## src/rtl/boot_pkg.sv

```systemverilog
// Shared types and constants for the UART boot loader.
package boot_pkg;

  typedef enum logic [2:0] {
    ST_IDLE  = 3'd0,
    ST_LEN   = 3'd1,
    ST_DATA  = 3'd2,
    ST_WRITE = 3'd3,
    ST_CHECK = 3'd4,
    ST_DONE  = 3'd5,
    ST_ERROR = 3'd6
  } boot_state_e;

  localparam int BYTES_PER_WORD = 4;
  localparam int UART_DATA_BITS = 8;
  localparam int UART_STOP_BITS = 1;

  // Little-endian assembly: each new byte enters at the top and older bytes move down.
  function automatic logic [31:0] le_shift(input logic [31:0] word, input logic [7:0] b);
    return {b, word[31:8]};
  endfunction

endpackage

```

## src/rtl/uart_rx_byte.sv

```systemverilog
// UART 8N1 receiver: 2-flop synchroniser, mid-bit sampling, start-bit glitch rejection,
// one-cycle byte_valid and frame_err pulses.
module uart_rx_byte
  import boot_pkg::*;
#(
  parameter int CLKS_PER_BIT = 868
) (
  input  logic       clock,
  input  logic       reset,
  input  logic       rx_i,
  output logic       byte_valid_o,
  output logic [7:0] byte_o,
  output logic       frame_err_o
);

  localparam int              CW        = $clog2(CLKS_PER_BIT);
  localparam logic [CW-1:0]   HALF_M1   = CW'(CLKS_PER_BIT / 2 - 1);
  localparam logic [CW-1:0]   FULL_M1   = CW'(CLKS_PER_BIT - 1);
  localparam logic [2:0]      LAST_BIT  = 3'(UART_DATA_BITS - 1);
  localparam logic [2:0]      LAST_STOP = 3'(UART_STOP_BITS - 1);

  typedef enum logic [1:0] {
    RX_IDLE  = 2'd0,
    RX_START = 2'd1,
    RX_DATA  = 2'd2,
    RX_STOP  = 2'd3
  } rx_state_e;

  rx_state_e     st_q, st_d;
  logic [1:0]    sync_q;
  logic          prev_q;
  logic [CW-1:0] cnt_q, cnt_d;
  logic [2:0]    bit_q, bit_d;
  logic [7:0]    shift_q, shift_d;
  logic          valid_q, valid_d;
  logic          err_q, err_d;
  logic          rx_s;

  assign rx_s = sync_q[1];

  // Receiver registers.
  always_ff @(posedge clock or negedge reset) begin
    if (!reset) begin
      sync_q  <= 2'b00;
      prev_q  <= 1'b0;
      st_q    <= RX_IDLE;
      cnt_q   <= {CW{1'b0}};
      bit_q   <= 3'd0;
      shift_q <= 8'd0;
      valid_q <= 1'b0;
      err_q   <= 1'b0;
    end else begin
      sync_q  <= {sync_q[0], rx_i};
      prev_q  <= rx_s;
      st_q    <= st_d;
      cnt_q   <= cnt_d;
      bit_q   <= bit_d;
      shift_q <= shift_d;
      valid_q <= valid_d;
      err_q   <= err_d;
    end
  end

  // Frame sequencing; the stop bit is only trusted once per stop-bit period.
  always_comb begin
    st_d    = st_q;
    cnt_d   = cnt_q + CW'(1);
    bit_d   = bit_q;
    shift_d = shift_q;
    valid_d = 1'b0;
    err_d   = 1'b0;
    case (st_q)
      RX_IDLE: begin
        cnt_d = {CW{1'b0}};
        bit_d = 3'd0;
        if (prev_q && !rx_s) st_d = RX_START;
        else                 st_d = RX_IDLE;
      end
      RX_START: begin
        if (cnt_q == HALF_M1) begin
          cnt_d = {CW{1'b0}};
          if (rx_s) st_d = RX_IDLE;
          else      st_d = RX_DATA;
        end else begin
          st_d = RX_START;
        end
      end
      RX_DATA: begin
        if (cnt_q == FULL_M1) begin
          cnt_d   = {CW{1'b0}};
          shift_d = {rx_s, shift_q[7:1]};
          if (bit_q == LAST_BIT) begin
            bit_d = 3'd0;
            st_d  = RX_STOP;
          end else begin
            bit_d = bit_q + 3'd1;
            st_d  = RX_DATA;
          end
        end else begin
          st_d = RX_DATA;
        end
      end
      RX_STOP: begin
        if (cnt_q == FULL_M1) begin
          cnt_d = {CW{1'b0}};
          if (!rx_s) begin
            err_d = 1'b1;
            st_d  = RX_IDLE;
          end else if (bit_q == LAST_STOP) begin
            valid_d = 1'b1;
            st_d    = RX_IDLE;
          end else begin
            bit_d = bit_q + 3'd1;
            st_d  = RX_STOP;
          end
        end else begin
          st_d = RX_STOP;
        end
      end
      default: st_d = RX_IDLE;
    endcase
  end

  assign byte_valid_o = valid_q;
  assign byte_o       = shift_q;
  assign frame_err_o  = err_q;

endmodule

```

## src/rtl/uart_boot_loader.sv

```systemverilog
// Boot loader: receives a length-prefixed image over UART, writes it to instruction memory,
// then releases the core. Optional trailing checksum with `define BOOT_CHECKSUM_EN.
module uart_boot_loader
  import boot_pkg::*;
#(
  parameter int CLKS_PER_BIT = 868,
  parameter int IMEM_AW      = 12
) (
  input  logic               clock,
  input  logic               reset,
  input  logic               io_uart_rx,
  input  logic               io_boot_en,
  output logic               io_imem_wr_en,
  output logic [IMEM_AW-1:0] io_imem_addr,
  output logic [31:0]        io_imem_wdata,
  input  logic               io_imem_ready,
  output logic               io_core_reset,
  output logic               io_boot_done,
  output logic               io_boot_error
);

  localparam logic [32:0] IMEM_WORDS = 33'd1 << IMEM_AW;
  localparam logic [1:0]  LAST_BYTE  = 2'(BYTES_PER_WORD - 1);
`ifdef BOOT_CHECKSUM_EN
  localparam boot_state_e AFTER_LOAD = ST_CHECK;
`else
  localparam boot_state_e AFTER_LOAD = ST_DONE;
`endif

  boot_state_e        state_q, state_d;
  logic               rx_valid_s, rx_err_s;
  logic [7:0]         rx_byte_s;
  logic               hold_full_q, hold_full_d;
  logic [7:0]         hold_q, hold_d;
  logic [1:0]         idx_q, idx_d;
  logic [31:0]        shift_q, shift_d, len_q, len_d, wdata_q, wdata_d;
  logic [IMEM_AW-1:0] addr_q, addr_d;
  logic [32:0]        words_q, words_d;
`ifdef BOOT_CHECKSUM_EN
  logic [31:0]        sum_q, sum_d;
`endif
  logic               wr_en_q, wr_en_d, core_rst_q, core_rst_d;
  logic               done_q, done_d, err_q, err_d;
  logic               active_s, take_s, hs_s, last_s, overrun_s;
  logic [31:0]        shifted_s;

  uart_rx_byte #(.CLKS_PER_BIT(CLKS_PER_BIT)) u_rx (
    .clock        (clock),
    .reset        (reset),
    .rx_i         (io_uart_rx),
    .byte_valid_o (rx_valid_s),
    .byte_o       (rx_byte_s),
    .frame_err_o  (rx_err_s)
  );

  assign active_s  = (state_q == ST_LEN) || (state_q == ST_DATA) ||
                     (state_q == ST_WRITE) || (state_q == ST_CHECK);
  assign take_s    = hold_full_q && active_s && (state_q != ST_WRITE);
  assign overrun_s = rx_valid_s && hold_full_q && !take_s;
  assign hs_s      = wr_en_q && io_imem_ready;
  assign last_s    = (words_q + 33'd1) == {1'b0, len_q};
  assign shifted_s = le_shift(shift_q, hold_q);

  // State register, datapath and registered outputs.
  always_ff @(posedge clock or negedge reset) begin
    if (!reset) begin
      state_q     <= ST_IDLE;
      hold_full_q <= 1'b0;
      hold_q      <= 8'd0;
      idx_q       <= 2'd0;
      shift_q     <= 32'd0;
      len_q       <= 32'd0;
      wdata_q     <= 32'd0;
      addr_q      <= {IMEM_AW{1'b0}};
      words_q     <= 33'd0;
`ifdef BOOT_CHECKSUM_EN
      sum_q       <= 32'd0;
`endif
      wr_en_q     <= 1'b0;
      core_rst_q  <= 1'b1;
      done_q      <= 1'b0;
      err_q       <= 1'b0;
    end else begin
      state_q     <= state_d;
      hold_full_q <= hold_full_d;
      hold_q      <= hold_d;
      idx_q       <= idx_d;
      shift_q     <= shift_d;
      len_q       <= len_d;
      wdata_q     <= wdata_d;
      addr_q      <= addr_d;
      words_q     <= words_d;
`ifdef BOOT_CHECKSUM_EN
      sum_q       <= sum_d;
`endif
      wr_en_q     <= wr_en_d;
      core_rst_q  <= core_rst_d;
      done_q      <= done_d;
      err_q       <= err_d;
    end
  end

  // Next state, byte assembly and the one-deep holding register.
  always_comb begin
    state_d = state_q;
    hold_d  = hold_q;
    idx_d   = idx_q;
    shift_d = shift_q;
    len_d   = len_q;
    wdata_d = wdata_q;
    addr_d  = addr_q;
    words_d = words_q;
`ifdef BOOT_CHECKSUM_EN
    sum_d   = sum_q;
`endif
    if (rx_valid_s && active_s) begin
      hold_full_d = 1'b1;
      hold_d      = rx_byte_s;
    end else if (take_s) begin
      hold_full_d = 1'b0;
    end else begin
      hold_full_d = hold_full_q;
    end
    case (state_q)
      ST_IDLE: begin
        if (io_boot_en) state_d = ST_LEN;
        else            state_d = ST_DONE;
      end
      ST_LEN: begin
        if (take_s) begin
          idx_d   = idx_q + 2'd1;
          shift_d = shifted_s;
          if (idx_q == LAST_BYTE) begin
            len_d = shifted_s;
            if (shifted_s == 32'd0)                    state_d = AFTER_LOAD;
            else if ({1'b0, shifted_s} > IMEM_WORDS)   state_d = ST_ERROR;
            else                                       state_d = ST_DATA;
          end else begin
            state_d = ST_LEN;
          end
        end else begin
          state_d = ST_LEN;
        end
      end
      ST_DATA: begin
        if (take_s) begin
          idx_d   = idx_q + 2'd1;
          wdata_d = le_shift(wdata_q, hold_q);
          if (idx_q == LAST_BYTE) state_d = ST_WRITE;
          else                    state_d = ST_DATA;
        end else begin
          state_d = ST_DATA;
        end
      end
      ST_WRITE: begin
        if (hs_s) begin
          words_d = words_q + 33'd1;
`ifdef BOOT_CHECKSUM_EN
          sum_d   = sum_q + wdata_q;
`endif
          // The final word leaves addr in place so it never passes the top of memory.
          if (last_s) begin
            state_d = AFTER_LOAD;
          end else begin
            addr_d  = addr_q + IMEM_AW'(1);
            state_d = ST_DATA;
          end
        end else begin
          state_d = ST_WRITE;
        end
      end
      ST_CHECK: begin
`ifdef BOOT_CHECKSUM_EN
        if (take_s) begin
          idx_d   = idx_q + 2'd1;
          shift_d = shifted_s;
          if (idx_q == LAST_BYTE) state_d = (shifted_s == sum_q) ? ST_DONE : ST_ERROR;
          else                    state_d = ST_CHECK;
        end else begin
          state_d = ST_CHECK;
        end
`else
        state_d = ST_ERROR;
`endif
      end
      ST_DONE:  state_d = ST_DONE;
      ST_ERROR: state_d = ST_ERROR;
      default:  state_d = ST_ERROR;
    endcase
    state_d = (active_s && (rx_err_s || overrun_s)) ? ST_ERROR : state_d;
  end

  // Output decode from the next state so outputs register alongside the state.
  always_comb begin
    wr_en_d    = (state_d == ST_WRITE);
    core_rst_d = (state_d != ST_DONE);
    done_d     = (state_d == ST_DONE);
    err_d      = (state_d == ST_ERROR);
  end

  assign io_imem_wr_en = wr_en_q;
  assign io_imem_addr  = addr_q;
  assign io_imem_wdata = wdata_q;
  assign io_core_reset = core_rst_q;
  assign io_boot_done  = done_q;
  assign io_boot_error = err_q;

endmodule

```

## config.mk

```make
export PLATFORM = sky130hd
export DESIGN_NAME = uart_boot_loader
export DESIGN_NICKNAME = d
export VERILOG_FILES = /design/src/rtl/boot_pkg.sv /design/src/rtl/uart_rx_byte.sv /design/src/rtl/uart_boot_loader.sv
export SDC_FILE = /design/constraint.sdc
export NUM_CORES = 1
export LEC_CHECK = 0
export ABC_AREA = 0
export ABC_CLOCK_PERIOD_IN_PS = 7400
export CORE_ASPECT_RATIO = 1.1
export CORE_MARGIN = 5
export CORE_UTILIZATION = 58
export CTS_BUF_LIST = sky130_fd_sc_hd__clkbuf_2 sky130_fd_sc_hd__clkbuf_4 sky130_fd_sc_hd__clkbuf_8
export CTS_CLUSTER_DIAMETER = 150
export DETAILED_ROUTE_END_ITERATION = 10
export PLACE_DENSITY = 0.81
export SYNTH_ARGS = -nofsm -noshare
export SYNTH_HDL_FRONTEND = slang
export SYNTH_HIERARCHICAL = 1
export SYNTH_SLANG_ARGS = --single-unit
```

## constraint.sdc

```tcl
create_clock -name clock -period 7.4 [get_ports clock]
set_input_delay 2.22 -clock clock [delete_from_list [all_inputs] [get_ports clock]]
set_output_delay 2.22 -clock clock [all_outputs]
set_load 0.01 [all_outputs]
```

## After elaboration in Yosys (flattened, before gate mapping)

Index checks and enable logic that the tools add are counted.

- Register bits after elaboration: 187
- Input bits: 5
- Output and inout bits: 48
- Word-level logic and storage cells: 118

- Add/subtract/negate cells: 5
- $lt $le $gt $ge: 1
- Eq/ne operators: 22
- Muxes and demuxes: 38
- Bitwise logic cells: 1
- Reduce and logical (&&, ||, !) cells: 30

Operators by type and width:

| cell | number |
|---|---|
| $mux W3 | 14 |
| $add A33 B1 Y33 const B | 1 |
| $eq A33 B32 Y1 | 1 |
| $gt A32 B13 Y1 const B | 1 |
| $logic_not A32 Y1 | 1 |
| $pmux W10 S3 | 1 |
| $mux W10 | 2 |
| $eq A3 B3 Y1 const B | 5 |
| $pmux W3 S5 | 1 |
| $mux W1 | 13 |
| $add A12 B1 Y12 const B | 1 |
| $add A10 B1 Y10 const B | 1 |
| $eq A10 B10 Y1 const B | 1 |
| $eq A10 B9 Y1 const B | 1 |
| $mux W2 | 5 |
| $reduce_and A2 Y1 | 5 |
| $eq A3 B2 Y1 const B | 3 |
| $pmux W3 S3 | 1 |
| $logic_and A1 B1 Y1 | 8 |
| $pmux W2 S4 | 1 |
| $eq A2 B2 Y1 const B | 3 |
| $logic_not A3 Y1 | 2 |
| $ne A2 B1 Y1 const B | 3 |
| $reduce_and A3 Y1 | 2 |
| 15 further kinds | 20 |

## Depth between registers and ports, before layout

- Depth in word-level cells: 12
- Gate-level depth with buffers: 12
- Gate-level depth less buffers: 10

## By module

Netlist, hierarchy kept.

By module, submodules not included:

| module | times used | cells an instance | area an instance (um^2) |
|---|---|---|---|
| uart_boot_loader | 1 | 619 | 7267.0 |
| uart_rx_byte | 1 | 116 | 1298.7 |

## Least setup slack after synthesis

OpenSTA, ideal clock, no wires.

- Kind: input port to flip-flop
- Start point: input io_imem_ready
- End point: register words_q[26]
- Library setup time: 125 ps
- Arrival time: 3264 ps
- Required time: 7275 ps
- Setup slack: 4011 ps
- Cell stages on the path: 7
- Path through: nand2_1 nor2_1 clkbuf_1 nand2_1 nor4_1 nand2_1 xnor2_1

- Cells in the longest elaborated chain, start to end: 2

Ends and longest elaborated chain:

| what | RTL line | source |
|---|---|---|
| start: declaration | uart_boot_loader.sv:16 | `input logic io_imem_ready,` |
| $logic_and A1 B1 Y1 | uart_boot_loader.sv:60 | `assign hs_s = wr_en_q && io_imem_ready;` |
| $reduce_and A2 Y1 (no source line) | - |  |
| end signal: assignment | uart_boot_loader.sv:92 | `words_q <= words_d;` |
| end: declaration | uart_boot_loader.sv:38 | `logic [32:0] words_q, words_d;` |

Every way passes these cells.
A chain may end at the register's enable or synchronous reset.

## Final worst setup path

- Start point: input io_imem_ready
- End point: register words_q[22]

Same word-level chain as after synthesis.

==> metrics.md <==
| Metric | Value |
|---|---|
| CTS resizes | 0 |
| YS warnings | 6 |
| Ys async rst share | 1.00 |
| Post-DP HPWL | 12,900 µm |
| Largest net degree at the start of global routing | around 110 |
| Total gr overflow | 0 |
| N_diodes | 0 |
| Drt drc | 0 |
| Yosys top cell by area | dfrtp_1 |
| Clock Skew | between 0.01 and 0.015 ns |
| CP Capture Type | flop |
| Startpoint Class | primary input |
| First-pass DRT Iterations | 5 |
| Worst path arrival time | roughly 4.4 ns |
| Leakage | roughly 4.4 nW |
| Final setup fails | 0 |
| Root Buffer | clkbuf_8 |
| Peak VDD IR | around 0.00019 V |
| Clock latency on the worst-skew pair | about 0.46 ns |
| Top Ports | between 50 and 60 |
| Hold Crit Class | reg -> reg |
| Share of layout cells above drive strength 1 | 0.206 |
| Clk sink count | between 150 and 200 |
| Top cell type's share of synthesized area | 0.520 |
| CTS max path bufs | 2 |
| Max-slew headroom at the worst pin | 0.185 |
| Post-CTS Setup Bufs | 0 |
| Tot Pwr | ~0.0017 W |
| PortBufs | 52 |
| Mapped Cells | roughly 740 |
| Placeable Area | about 14,000 µm² |
| Final Hold Vio Count | 0 |
| Die Height | between 100 and 150 µm |
| GRT met1 Usage | 0.291 |
| Switching portion of total power | 0.232 |
| Top FF cell, synth | dfrtp_1 |
| Max Freq | approximately 0.25 GHz |
| Setup_tns | 0 ns |
| Fin. max-slew vios | 0 |
| Vias | slightly below 6k |
| Initial antenna violation count | 0 |
| CTS buffer count | 17 |
| Yosys cell types | 72 |
| Mapped Avg Cell Area | 11.7 µm² |
| Syn-to-layout area delta | 12.2% |
| Met3 Use GR | 0.0473 |
| Die Area | around 17,000 µm² |
| Post-synth EDFFs | 0 |
| Overall die width | approximately 130 µm |
| Internal | roughly 0.0013 W |
| Most Used Layer, Global Route | met2 |
| Max-cap check violation count | 0 |
| Initial detailed-routing violation count | 366 |
| Setup CP Type | in -> reg |
| Final net count | slightly below 800 |
| Wirelength per Cell | roughly 18 µm |
| Clock Power Share | 0.388 |
| Slew @ Worst Pin | 1.22 ns |
| M2 GR Usage | 0.369 |
| Gp weighted congestion | between 0.9 and 1 |
| Crit share post-route | 0.543 |
| Initial Util | 0.593 |
| Seq pwr share | 0.581 |
| Fin crit period | 4.02 ns |
| TritonCTS clock tree | yes |
| Vias in the first global route | 6,058 |
| RSZ-0062 raised after global routing | no |
| First-pass GRT wire length | about 30,000 µm |
| Post-layout util | 0.665 |
| CTS clk-pin slew, worst paths | 0.09 ns |
| All-Layer GR Usage | 0.222 |
| Status | finished, final reports clean |
| Final wirelength | about 18,000 µm |
| Via/cell ratio | slightly below 6 |
| Seq cells post-synth | roughly 180 |
| Seq/Total Area, Yosys | 0.523 |
| Syn Nets | around 750 |
| Synthesized area | roughly 8600 µm² |
| # hold bufs at CTS | 0 |
| Switch Pwr | 0.000402 W |
| FP Rows | 46 |
| Crit-path max FO | 7 |
| PwrDens | roughly 180 nW/µm² |
| Logic pwr share | 0.032 |
| H-Tree Depth | 4 |
| Req. time, crit path | 7.73 ns |
| Area contributors post-synth | dfrtp_1 (52%), mux2_2 (14%), xnor2_1 (6.0%) |
| Antenna viol nets, final | 0 |
-- cells by family after synthesis --
group                      count (synthesis)  synth area share
adders and majority gates                  8            0.0117
xor gates and xnor gates                  94            0.0961
AOI/OAI and AO/OA                         51            0.0443
buffers and inverters                     39            0.0229
muxes                                    109             0.143
and+or+nand+nor                          255             0.159
DFF                                      179             0.523
-- critical path, cell delays in order --
cell and delay [ns]:
clkdlybuf4s50_1 0.54, nand4_1 0.47, nor3_1 0.61, and3_1 0.28
nand2b_1 0.09, xnor2_1 0.13
-- placed cells by master (no fill, tap or decap), types with 3 or more instances in the layout --
cell type / count
buf_4: 5
clkbuf_8: 18
nand3_1: 35
dfrtp_1: 178
nand2_1: 60
clkbuf_4: 3
a21oi_1: 6
o21ai_0: 8
nor2_1: 41
or3_1: 4
nor4_1: 16
a31oi_1: 5
mux2_2: 106
ha_1: 8
xor2_1: 35
inv_1: 10
and2_1: 3
nor3_1: 21
and3_1: 10
nand4_1: 25
xnor2_1: 59
nor2_2: 3
clkinv_2: 3
or4_1: 3
clkdlybuf4s50_1: 51
and4_1: 5
nand2b_1: 10
-- layout make-up --
class / count / area [µm²]
Sequential cell: 179 / 4480
Clock inverter: 11 / 128
Multi-Input combinational cell: 517 / 3890
Fill cell: 1056 / 4840
Tap cell: 192 / 240
Timing Repair Buffer: 57 / 559
Inverter: 10 / 37.5
Clock buffer: 21 / 270
-- power by group through the flow --
stage / logic (W) / clock network, W / registers, W
global route: 0.0000639 / 0.000729 / 0.00101
finish: 0.0000547 / 0.000672 / 0.00101
global placement: 0.0000542 / 0 / 0.00102
CTS: 0.0000568 / 0.000685 / 0.00101
detailed placement: 0.0000564 / 0 / 0.00103
floorplan: 0.0000286 / 0 / 0.00102
-- per-layer routing --
layer	wire length, µm	up-vias
li1	-	2714
met2	8880	171
met5	0	-
met3	887	36
met4	448	0
met1	8010	2926
-- synth_stat cells (3+ instances only) --
master / n
dfrtp_1: 178
mux2_2: 106
nand2_1: 60
xnor2_1: 59
nor2_1: 43
nand3_1: 35
xor2_1: 35
nand4_1: 25
nor3_1: 21
nor4_1: 16
clkbuf_1: 15
and3_1: 10
inv_1: 10
nand2b_1: 10
ha_1: 8
o21ai_0: 8
a21oi_1: 6
a31oi_1: 5
and4_1: 5
buf_6: 5
or3_1: 4
and2_1: 3
buf_1: 3
or4_1: 3
-- stage by stage --
stage / setup slack (ns) / hold slack, ns / cell area (µm²) / instances
final: 3.38 / 0.361 / 9610 / 987
after floorplan: 4.01 / 0.331 / 8570 / 735
after CTS: 3.48 / 0.364 / 9610 / 987
after global routing: 3.23 / 0.379 / 9610 / 987
after global placement: 3.07 / 0.333 / 9210 / 955
after detailed placement: 3.00 / 0.342 / 9210 / 955
-- worst paths after layout --
path                           startpoint         endpoint  slack, ns  cells after the start
setup reg to reg               words_q[0]  io_imem_addr[1]       3.50                     10
hold / removal             u_rx/sync_q[0]   u_rx/sync_q[1]       0.36                      0
min in group asynchronous           reset      words_q[11]       1.87                      1
setup / recovery            io_imem_ready      words_q[22]       3.38                      6
hold reg to reg            u_rx/sync_q[0]   u_rx/sync_q[1]       0.36                      0
max in group asynchronous           reset        len_q[21]       4.12                      2
-- sequential cells by signal, summed over array words and instances, names as in the netlist, 2 cells and up --
register and count:
io_imem_wdata 32, u_rx/sync_q 2, u_rx/st_q 2, u_rx/cnt_q 10, words_q 33, idx_q 2, u_rx/byte_o 8, len_q 32
u_rx/bit_q 3, hold_q 8, state_q 3, shift_q 24, io_imem_addr 12
Note: power is estimated with default switching activity, not from simulation.
